## src/rtl/rom_stream_reader_if.sv

```systemverilog
//------------------------------------------------------------------------------
// rom_stream_reader_if : valid/ready byte stream with last-beat flag
// Revision: 1.0
//------------------------------------------------------------------------------
`default_nettype none

interface rom_stream_reader_if #(
  parameter int DATA_W = 8
) ();
  logic [DATA_W-1:0] data;
  logic              valid;
  logic              ready;
  logic              last;

  modport master (output data, output valid, output last, input ready);
  modport slave  (input data, input valid, input last, output ready);
endinterface

`default_nettype wire

```

## src/rtl/rom_stream_reader.sv

```systemverilog
//------------------------------------------------------------------------------
// rom_stream_reader : walks a block of a combinational ROM and streams the bytes
// Revision: 1.0
//------------------------------------------------------------------------------
`default_nettype none

module rom_stream_reader #(
  parameter int ADDR_W = 8,
  parameter int DATA_W = 8,
  parameter int LEN_W  = ADDR_W + 1
) (
  input  wire logic              clk,
  input  wire logic              rst,
  input  wire logic              start_i,
  input  wire logic [ADDR_W-1:0] base_addr_i,
  input  wire logic [LEN_W-1:0]  length_i,
  input  wire logic              abort_i,
  output logic      [ADDR_W-1:0] rom_addr_o,
  input  wire logic [DATA_W-1:0] rom_data_i,
  rom_stream_reader_if.master    out_if,
  output logic                   busy_o,
  output logic                   done_o
);

  typedef enum logic [1:0] {
    IDLE  = 2'd0,
    READ  = 2'd1,
    DRAIN = 2'd2
  } state_t;

  state_t            state_q, state_d;
  logic [ADDR_W-1:0] rom_addr_q, rom_addr_d;
  logic [DATA_W-1:0] data_q, data_d;
  logic              valid_q, valid_d;
  logic              last_q, last_d;
  logic [LEN_W-1:0]  remaining_q, remaining_d;
  logic              done_q, done_d;

  always_ff @(posedge clk or posedge rst) begin
    if (rst) begin
      state_q     <= IDLE;
      rom_addr_q  <= '0;
      data_q      <= '0;
      valid_q     <= 1'b0;
      last_q      <= 1'b0;
      remaining_q <= '0;
      done_q      <= 1'b0;
    end else begin
      state_q     <= state_d;
      rom_addr_q  <= rom_addr_d;
      data_q      <= data_d;
      valid_q     <= valid_d;
      last_q      <= last_d;
      remaining_q <= remaining_d;
      done_q      <= done_d;
    end
  end

  always_comb begin
    state_d     = state_q;
    rom_addr_d  = rom_addr_q;
    data_d      = data_q;
    valid_d     = valid_q;
    last_d      = last_q;
    remaining_d = remaining_q;
    done_d      = 1'b0;

    unique case (state_q)
      IDLE: begin
        if (start_i) begin
          if (length_i != '0) begin
            rom_addr_d  = base_addr_i;
            remaining_d = length_i;
            state_d     = READ;
          end else begin
            done_d = 1'b1;
          end
        end
      end

      READ: begin
        if (abort_i) begin
          valid_d = 1'b0;
          last_d  = 1'b0;
          state_d = IDLE;
        end else if (!valid_q || out_if.ready) begin
          // Acceptance of the held beat and capture of the next share one edge.
          data_d      = rom_data_i;
          valid_d     = 1'b1;
          last_d      = (remaining_q == LEN_W'(1));
          rom_addr_d  = rom_addr_q + ADDR_W'(1);
          remaining_d = remaining_q - LEN_W'(1);
          if (remaining_q == LEN_W'(1)) begin
            state_d = DRAIN;
          end
        end
      end

      DRAIN: begin
        if (abort_i) begin
          valid_d = 1'b0;
          last_d  = 1'b0;
          state_d = IDLE;
        end else if (valid_q && out_if.ready) begin
          valid_d = 1'b0;
          last_d  = 1'b0;
          done_d  = 1'b1;
          state_d = IDLE;
        end
      end

      default: begin
        state_d = IDLE;
      end
    endcase
  end

  assign rom_addr_o   = rom_addr_q;
  assign out_if.data  = data_q;
  assign out_if.valid = valid_q;
  assign out_if.last  = last_q;
  assign busy_o       = (state_q != IDLE);
  assign done_o       = done_q;

endmodule

`default_nettype wire

```

## src/flat_wrapper.sv

```systemverilog
// flat-port wrapper written by rule: the top's interface ports become plain ports
module rom_stream_reader_flat 
#(
  parameter int ADDR_W = 8,
  parameter int DATA_W = 8,
  parameter int LEN_W  = ADDR_W + 1
)
  (clk, rst, start_i, base_addr_i, length_i, abort_i, rom_addr_o, rom_data_i, busy_o, done_o, out_if_data, out_if_valid, out_if_last, out_if_ready);
  rom_stream_reader_if #(.DATA_W(DATA_W)) out_if_i ();
  input  wire logic clk;
  input  wire logic rst;
  input  wire logic start_i;
  input  wire logic [ADDR_W-1:0] base_addr_i;
  input  wire logic [LEN_W-1:0] length_i;
  input  wire logic abort_i;
  output logic      [ADDR_W-1:0] rom_addr_o;
  input  wire logic [DATA_W-1:0] rom_data_i;
  output logic busy_o;
  output logic done_o;
  output wire logic [$bits(out_if_i.data)-1:0] out_if_data;
  output wire logic [$bits(out_if_i.valid)-1:0] out_if_valid;
  output wire logic [$bits(out_if_i.last)-1:0] out_if_last;
  input wire logic [$bits(out_if_i.ready)-1:0] out_if_ready;
  assign out_if_data = out_if_i.data;
  assign out_if_valid = out_if_i.valid;
  assign out_if_last = out_if_i.last;
  assign out_if_i.ready = out_if_ready;
  rom_stream_reader #(.ADDR_W(ADDR_W), .DATA_W(DATA_W), .LEN_W(LEN_W)) u_core (.clk(clk), .rst(rst), .start_i(start_i), .base_addr_i(base_addr_i), .length_i(length_i), .abort_i(abort_i), .rom_addr_o(rom_addr_o), .rom_data_i(rom_data_i), .out_if(out_if_i), .busy_o(busy_o), .done_o(done_o));
endmodule
```

## config.mk

```make
export PLATFORM = sky130hd
export DESIGN_NAME = rom_stream_reader_flat
export DESIGN_NICKNAME = d
export VERILOG_FILES = /design/src/rtl/rom_stream_reader_if.sv /design/src/rtl/rom_stream_reader.sv /design/src/flat_wrapper.sv
export SDC_FILE = /design/constraint.sdc
export NUM_CORES = 1
export LEC_CHECK = 0
export BUFFER_PORTS_ARGS = -buffer_cell sky130_fd_sc_hd__buf_2
export CAP_MARGIN = 10
export CORE_MARGIN = 2
export CORE_UTILIZATION = 35
export DETAILED_ROUTE_END_ITERATION = 8
export GPL_ROUTABILITY_DRIVEN = 0
export HOLD_SLACK_MARGIN = 0.08
export PLACE_DENSITY = 0.6
export SYNTH_ARGS = -nofsm -noshare
export SYNTH_HDL_FRONTEND = slang
export SYNTH_SLANG_ARGS = --single-unit
```

## constraint.sdc

```tcl
create_clock -name clk -period 2.2 [get_ports clk]
set_clock_uncertainty 0.15 [all_clocks]
set_input_delay 0 -clock clk [delete_from_list [all_inputs] [get_ports clk]]
set_output_delay 0 -clock clk [all_outputs]
set_load 0.02 [all_outputs]
```

==> results.md <==
- Outcome: finished clean
- CP cell instances: inv_1 -> ha_1 -> nor4b_4 -> a32o_1 -> nor2_2 -> a211o_1
- Count leader, synth: dfrtp_1
- CTS tree: yes
- Remaining Overflow, GRT: 0
- Peak supply drop: 0.617 mV
- Detailed placement HPWL: 3260 um
- Final Hold Fails: 0
- CP peak stage delay: 0.39 ns
- Sink Count: 30
- Power per cell area: 1330 nW/um2
- Rel. slew slack: 70.0%
- EDFF count, synth: 0
- Syn. warnings: 0
- Synth area leader: dfrtp_1
- Main synth FF type: dfrtp_1
- Total GRT Usage: 18.7%
- Initial antenna violation count: 0
- Die Y: 76.2 um
- Dpl cell area: 2190 um2
- DRT Wirelength: 5040 um
- Global-route wire length before repair: 8750 um
- Worst Tran Pin Value: 0.449 ns
- Core area: 5070 um2
- Residual DRC count: 0
- Cts bufs inserted: 5
- Pin count of the biggest net entering global routing: 31
- Sequential area share after synthesis: 41.2%
- Layout area overhead: 41.8%
- Reg power frac: 30.8%
- Worst Path Required: 2.23 ns
- Layout Cell Area excl Fill: 2580 um2
- Int Pwr: 1.84 mW
- Synth cell types: 48
- Vias/cell: 5.27
- TNS Setup: 0 ns
- Overall power: 3.43 mW
- CTS Buffer Depth: 2
- Arrival time worst endpoint: 2.10 ns
- DRT iter0 DRCs: 96
- Fin cells: 350
- Root buffer cell: clkbuf_8
- Final setup viols: 0
- WL per Instance: 14.4 um
- CTS H-tree depth: 2
- Worst setup SP type: flop
- HP Class: primary input to async pin
- Vias in the first global route: 1816
- FF+latch count, synth: 30
- Die Footprint: 5800 um2
- Initial Util: 35.9%
- Routed Antenna Nets: 0
- Via count: 1843
- Die W: 76.2 um
- Power share of the combinational group: 55.7%
- Num ports: 50
- Netlist area before placement: 1820 um2
- PortBufs: 49
- RSZ-0062 raised after global routing: no
- CTS-repair resized insts: 0
- Crit end category: flop
- Leak pwr: 1.15 nW
- Syn Area/Cell: 9.49 um2
- Max Cap Viol: 0
- NumNets Final: 315
- 1st-pass router iterations: 4
- Synth area leaders: dfrtp_1 41%, mux2_2 4.9%, nand3_1 4.4%
- Antenna diodes: 0
- Clock Pin Slew Worst Setup and Hold Paths: 0.07 ns
- Sw power: 1.59 mW
- Cell Rows: 26
- Top-area cell type share of the netlist area: 41.2%
- Most instantiated cells after synthesis: 30 x dfrtp_1, 16 x nand2_1, 16 x nand3_1
- Crit-path slowest cell: a32o_1
- FMAX: 481 MHz
- Final period util: 94.4%
- Layout cells sized above 1: 30.0%
- Syn Inst Count: 192
- Synth async-reset ratio: 100%
- Clk network pwr share: 13.5%
- Crit path time final: 2.08 ns
- Clk_lat worst skew: 0.29 ns
- Critical path fanouts, max: 10
- Placed cell count: 312
- Syn_nets: 228
- CP Class: flop to flop
- Max-slew violations: 0
- Switch share: 46.2%
## stage by stage
stage	setup slack, ns	hold WS [ns]	utilization (%)
2_1_floorplan	0.268	-0.0592	-
3_5_place_dp	0.153	-0.0467	43.2
5_1_grt	0.0311	0.296	50.9
3_3_place_gp	0.254	-0.0484	43.2
6_report	0.123	0.237	50.9
4_1_cts	0.145	0.190	50.9
## flip-flops by register name (all words and copies together) (netlist names)
| register | flops |
|---|---|
| u_core.out_if.last | 1 |
| u_core.remaining_q | 9 |
| u_core.out_if.valid | 1 |
| u_core.rom_addr_o | 8 |
| u_core.out_if.data | 8 |
| u_core.done_o | 1 |
| u_core.state_q | 2 |
## metal layers
metal  part of all wire (%)  GRT usage, %  vias to the layer above
met4                    1.6          6.55                        0
met1                     47          24.4                      864
li1                       -             -                      900
met2                     45          30.5                       70
met3                    6.1          4.27                        9
met5                      0             0                        -
## cell type report
cell class              instances  area, um2
clock buffers                   7       86.3
clock inverters                 1       5.00
fillers                       483       2490
inverters                      10       37.5
multi-input cells             143        997
flip-flops and latches         30        751
well taps                      70       87.6
repair buffers                 89        621
## timing repair
action | in CTS | in global routing
buffers inserted | 0 | 0
hold endpoints to repair | 59 | 0
hold buffers | 30 | 0
## final timing paths
| check | start | end | slack (ns) | depth (start not counted) |
|---|---|---|---|---|
| max reg2reg | u_core.state_q[0] | u_core.remaining_q[6] | 0.12 | 6 |
| min | rst | u_core.remaining_q[4] | 0.24 | 4 |
| min reg2reg | u_core.out_if.last | u_core.out_if.last | 0.35 | 1 |
| min in group clk | rom_data_i[3] | u_core.out_if.data[3] | 0.34 | 3 |
| max | u_core.state_q[0] | u_core.remaining_q[6] | 0.12 | 6 |
| max in group asynchronous | rst | u_core.state_q[1] | 1.38 | 4 |
## power groups by stage
stage	logic, mW	clock network (mW)	registers [mW]
finish	1.91	0.463	1.05
global route	2.15	0.500	1.10
global placement	1.84	0	1.06
CTS	1.91	0.475	1.05
floorplan	1.14	0	1.21
detailed placement	1.86	0	1.06
## cells in the final DEF, fill, tap and decap left out, types with 3 or more instances in the layout
master / instances
a21oi_1: 13
a31oi_1: 7
a41oi_1: 6
and3_1: 3
buf_2: 49
buf_4: 10
clkbuf_8: 6
dfrtp_1: 30
dlygate4sd3_1: 30
ha_1: 6
inv_1: 9
mux2_2: 8
nand2_1: 16
nand2b_1: 4
nand3_1: 16
nor2_1: 7
nor3_1: 4
o21ai_0: 13
o22ai_1: 3
## cells by family after synthesis
kind of cell	count (synthesis)	synth area share, %
compound gates	61	23.3
fa+ha+maj	6	4.12
buf+inv	19	4.12
flops	30	41.2
mux	10	6.04
simple gates	66	21.2
## worst max-delay path, delay by kind of cell (launching register included)
kind | cells | cell delay [ns]
adders and majority gates | 1 | 0.20
AOI/OAI and AO/OA | 2 | 0.69
and+or+nand+nor | 2 | 0.45
buffers and inverters | 1 | 0.10
DFF | 1 | 0.38
No activity file was read; power rests on OpenSTA's default activity.
